==> config.mk <==
export PLATFORM = sky130hd
export DESIGN_NAME = cache_mem_arbiter
export DESIGN_NICKNAME = d
export VERILOG_FILES = /design/src/rtl/cache_mem_arbiter.sv
export SDC_FILE = /design/constraint.sdc
export NUM_CORES = 1
export LEC_CHECK = 0
export CAP_MARGIN = 20
export CORE_AREA = 2 2 341 343
export CTS_CLUSTER_SIZE = 12
export DETAILED_ROUTE_END_ITERATION = 8
export DIE_AREA = 0 0 343 345
export HOLD_SLACK_MARGIN = 0.05
export PLACE_DENSITY = 0.3
export SLEW_MARGIN = 20
export SYNTH_ARGS = -nofsm -noshare
export SYNTH_HDL_FRONTEND = slang
export SYNTH_SLANG_ARGS = --single-unit
==> constraint.sdc <==
create_clock -name clk -period 3.8 [get_ports clk]
set_input_delay 0.76 -clock clk [delete_from_list [all_inputs] [get_ports clk]]
set_output_delay 0.76 -clock clk [all_outputs]
set_load 0.02 [all_outputs]
==> src/rtl/cache_mem_arbiter.sv <==
// cache_mem_arbiter: shares one line-wide memory port between the
// instruction cache (ic) and data cache (dc) of the RV32I core.
// One line transaction is granted at a time. The command is registered
// onto the shared port, and the response is steered back to the winner.
// Optional macro CACHE_ARB_RR_EN: round-robin arbitration on ties.
// Without this macro, dc has fixed priority over ic.
module cache_mem_arbiter #(
  parameter int unsigned ADDR_W = 26,
  parameter int unsigned DATA_W = 128,
  parameter int unsigned BE_W   = 4
) (
  input  logic              clk,
  input  logic              rst,
  input  logic [ADDR_W-1:0] i_ic_addr,
  input  logic [BE_W-1:0]   i_ic_byte_en,
  input  logic [DATA_W-1:0] i_ic_writedata,
  input  logic              i_ic_read,
  input  logic              i_ic_write,
  output logic [DATA_W-1:0] o_ic_readdata,
  output logic              o_ic_readdata_valid,
  output logic              o_ic_waitrequest,
  input  logic [ADDR_W-1:0] i_dc_addr,
  input  logic [BE_W-1:0]   i_dc_byte_en,
  input  logic [DATA_W-1:0] i_dc_writedata,
  input  logic              i_dc_read,
  input  logic              i_dc_write,
  output logic [DATA_W-1:0] o_dc_readdata,
  output logic              o_dc_readdata_valid,
  output logic              o_dc_waitrequest,
  output logic [ADDR_W-1:0] o_m_addr,
  output logic [BE_W-1:0]   o_m_byte_en,
  output logic [DATA_W-1:0] o_m_writedata,
  output logic              o_m_read,
  output logic              o_m_write,
  input  logic [DATA_W-1:0] i_m_readdata,
  input  logic              i_m_readdata_valid,
  input  logic              i_m_waitrequest,
  output logic [1:0]        o_grant
);

  typedef enum logic [1:0] {IDLE, RD, WR} state_t;

  state_t state;
  logic   ic_req;
  logic   dc_req;
  logic   pick_dc;
  logic   win_write;
  logic   rd_done;
  logic   wr_done;

`ifdef CACHE_ARB_RR_EN
  // Slot granted most recently; on a tie, the other slot wins.
  logic   last_dc;
`endif

  assign ic_req = i_ic_read | i_ic_write;
  assign dc_req = i_dc_read | i_dc_write;

  // Winner selection for the next grant, and its command type (write beats read)
  always_comb begin
    pick_dc = 1'b0;
`ifdef CACHE_ARB_RR_EN
    pick_dc = dc_req & (~ic_req | ~last_dc);
`else
    pick_dc = dc_req;
`endif
    win_write = pick_dc ? i_dc_write : i_ic_write;
  end

  // Grant FSM; the shared-port command and the owner are registered here
  always_ff @(posedge clk) begin
    if (rst) begin
      state         <= IDLE;
      o_m_addr      <= '0;
      o_m_byte_en   <= '0;
      o_m_writedata <= '0;
      o_m_read      <= 1'b0;
      o_m_write     <= 1'b0;
      o_grant       <= '0;
`ifdef CACHE_ARB_RR_EN
      last_dc       <= 1'b0;
`endif
    end else begin
      case (state)
        IDLE: begin
          if (ic_req | dc_req) begin
            o_m_addr      <= pick_dc ? i_dc_addr      : i_ic_addr;
            o_m_byte_en   <= pick_dc ? i_dc_byte_en   : i_ic_byte_en;
            o_m_writedata <= pick_dc ? i_dc_writedata : i_ic_writedata;
            o_grant       <= pick_dc ? 2'b10 : 2'b01;
`ifdef CACHE_ARB_RR_EN
            last_dc       <= pick_dc;
`endif
            if (win_write) begin
              o_m_write <= 1'b1;
              state     <= WR;
            end else begin
              o_m_read  <= 1'b1;
              state     <= RD;
            end
          end
        end
        RD: begin
          if (i_m_readdata_valid) begin
            o_m_read <= 1'b0;
            o_grant  <= '0;
            state    <= IDLE;
          end
        end
        WR: begin
          if (!i_m_waitrequest) begin
            o_m_write <= 1'b0;
            o_grant   <= '0;
            state     <= IDLE;
          end
        end
        default: begin
          o_m_read  <= 1'b0;
          o_m_write <= 1'b0;
          o_grant   <= '0;
          state     <= IDLE;
        end
      endcase
    end
  end

  // Completion is signalled in the same cycle that the memory responds. A stray
  // readdata_valid outside RD is never forwarded.
  always_comb begin
    rd_done             = (state == RD) & i_m_readdata_valid;
    wr_done             = (state == WR) & o_m_write & ~i_m_waitrequest;
    o_ic_readdata_valid = rd_done & o_grant[0];
    o_dc_readdata_valid = rd_done & o_grant[1];
    o_ic_waitrequest    = ~((rd_done | wr_done) & o_grant[0]);
    o_dc_waitrequest    = ~((rd_done | wr_done) & o_grant[1]);
    o_ic_readdata       = o_ic_readdata_valid ? i_m_readdata : '0;
    o_dc_readdata       = o_dc_readdata_valid ? i_m_readdata : '0;
  end

endmodule

==> qor.txt <==
Initial antenna violation count: 35
Synthesized flop and latch total: 164
Worst Path Buf+Inv: 4
Crit path max-delay family: buffers and inverters
Crit-path cells: clkdlybuf4s50_1 > nand2_1 > nor3b_2 > buf_12 > buf_12 > and2_1 > clkdlybuf4s50_1
Overflow left after global routing: 0
EDFF count, synth: 0
Synth top area cells: dfxtp_1, and2_1, mux2i_1
Critical path class: in2out
Synth Area in Compound Gates: 27.0%
Clk_lat worst skew: 480 ps
DR WL/cell: 23.6 um
Sequential area share after synthesis: 33.3%
Share of the synthesized area in the top cell type: 33.3%
Multiplexer share of the synthesized area: 16.1%
DRC violations left: 0
Initial Util: 8.56%
First-pass GRT wire length: 106 mm
Final Critical Period: 3730 ps
Slowest stage cell on the critical path: clkdlybuf4s50_1
DR pass1 iterations: 4
Top Ports: 874
Max Cap Viol: 0
Layout Nets: 2314
Core Area: 115000 um^2
Gr usage total: 13.1%
Largest net degree at the start of global routing: 89
Setup_tns: 0 ps
Net Count, Synth: 1507
Crit start category: input port
Worst vdd ir: 283 uV
Xor/xnor share of the synthesized area: 0%
Syn Inst Count: 1055
Synth Area in Adders: 0%
Main synth FF type: dfxtp_1
Die Wd: 343 um
Hold violation count in the final report: 0
Ratio of cells with drive above 1 in the final layout: 13.1%
Final WL: 80.4 mm
Row count: 125
DR vias: 11543
PortBufs: 873
Drt first-iter violations: 400
DR vias/cell: 3.39
Synth Warn #: 0
Max Fclk: 268 MHz
Outcome: complete, no violations
PD cells: 299 nW/um^2
Worst Skew: 19.4 ps
Nature of the critical path endpoint: output port
Hpwl dp: 66.8 mm
Vias in the first global route: 12262
Most frequent cells in the layout: clkdlybuf4s50_1, and2_1, dfxtp_1
Die footprint: 118000 um^2
Ys async rst share: 0%
Post-layout util: 18.4%
Synthesized area per cell: 9.34 um^2
Required @ worst endpoint: 3040 ps
CP max stage delay: 720 ps
Clock Sinks: 164
Num CTS Buffers: 17
Placer Congestion: 0.839
Clock Path Buffers: 2
Synth-to-Final Area Change: 115%
Largest family of logic cells by synthesized area: compound AO/OA/AOI/OAI gates
Simple-gate share of the synthesized area: 17.7%
Yosys top cell by area: dfxtp_1
Synth Cell Area: 9850 um^2
H-tree depth: 4
P_leak: 7.35 nW
Fin crit share: 98.2%
Critical Path Fanout Max: 37
Die H: 345 um
Slew Limit Fails: 0
Buffer count from post-CTS setup fixing: 0
CTS root buf: clkbuf_16
Critical Path AT: 2970 ps
Clk pin slew, worst setup/hold paths: 70 ps
Worst slew margin: 36.8%
Worst-margin pin slew: 948 ps
Final ANT Viol Nets: 0
Final setup violation count: 0
Commonest non-fill, non-tap cell in the layout: clkdlybuf4s50_1
Hold_buf cts: 0
Yosys cell types: 27
CTS tree: done
Unrepaired setup endpoints after global routing: false
Hold crit path type: reg2reg
## cells in the mapped netlist, drive strengths merged, types with 2 or more instances
cell type / count
clkbuf: 97
nor3: 2
buf: 23
nand2: 4
inv: 2
o21ai: 7
mux2i: 158
a21oi: 160
nand2b: 3
dfxtp: 164
a211oi: 159
nor3b: 2
nand3: 2
nor2b: 3
nor2: 5
and2: 257
## layer usage
| layer | vias up | GRT usage, % | part of all wire [%] | wire (um) |
|---|---|---|---|---|
| met5 | - | 0 | 0.39 | 313 |
| met3 | 96 | 4.93 | 8.8 | 7090 |
| li1 | 5383 | - | - | - |
| met1 | 5503 | 13.3 | 36 | 29100 |
| met2 | 505 | 24.9 | 53 | 42600 |
| met4 | 56 | 3.12 | 1.6 | 1280 |
## final timing paths
check                         from                        endpoint  slack [ps]  cells after the start
max             i_m_readdata_valid               o_ic_readdata[12]          70                      7
min          o_m_read$_SDFFE_PP0P_           o_m_read$_SDFFE_PP0P_         490                      2
max reg2reg  state[1]$_SDFFE_PP0P_  o_m_writedata[23]$_SDFFE_PP0P_        1660                      5
min reg2reg  o_m_read$_SDFFE_PP0P_           o_m_read$_SDFFE_PP0P_         490                      2
## cell families (layout without fill, tap and decap cells)
logic type,Yosys count,count (layout)
AOI/OAI and AO/OA,330,330
and+or+nand+nor,281,281
DFF,164,164
muxes,158,158
buffers and inverters,122,941
other,0,3
## worst min-delay path, cell delays in order, from the launching register on
cell,delay (ps)
dfxtp_1,310
o21ai_0,70
a21oi_1,60
## metrics by stage
| step | power, W | std cells | setup slack, ps | area (um^2) | hold slack (ps) |
|---|---|---|---|---|---|
| final | 0.00632 | 3401 | 70.2 | 21200 | 489 |
| after global routing | 0.00669 | 3401 | 3.93 | 21200 | 543 |
| after CTS | 0.00656 | 3398 | 0.722 | 21200 | 494 |
| after detailed placement | 0.00451 | 3367 | 8.17 | 20500 | 483 |
| after global placement | 0.00450 | 3367 | 34.2 | 20500 | 483 |
| after floorplan | 0.00312 | 1055 | 1170 | 9850 | 554 |
## registers in the layout, summed over array words and instances, names as in the netlist
| name | cells |
|---|---|
| o_m_read | 1 |
| o_m_writedata | 128 |
| state | 2 |
| o_m_write | 1 |
| o_m_addr | 26 |
| o_grant | 2 |
| o_m_byte_en | 4 |
## timing repair
item,CTS,global route
setup endpoints to repair,0,47
endpoints found under the hold margin,0,0
resized for setup,0,3
## report_power, final
group	internal (W)	switching [W]	total (W)
combinational	0.00113	0.00121	0.00234
clock	0.00104	0.000885	0.00193
sequential	0.00194	0.000119	0.00205
## cell type report
type / instances / area (um^2)
Fill cell: 12834 / 93900
Timing Repair Buffer: 908 / 9350
Multi-Input combinational cell: 769 / 6010
Sequential cell: 164 / 3280
Tap cell: 1524 / 1910
Clock buffer: 17 / 425
Clock inverter: 14 / 180
Inverter: 2 / 7.51
Antenna cell: 3 / 7.51
Note: power is estimated with default switching activity, not from simulation.
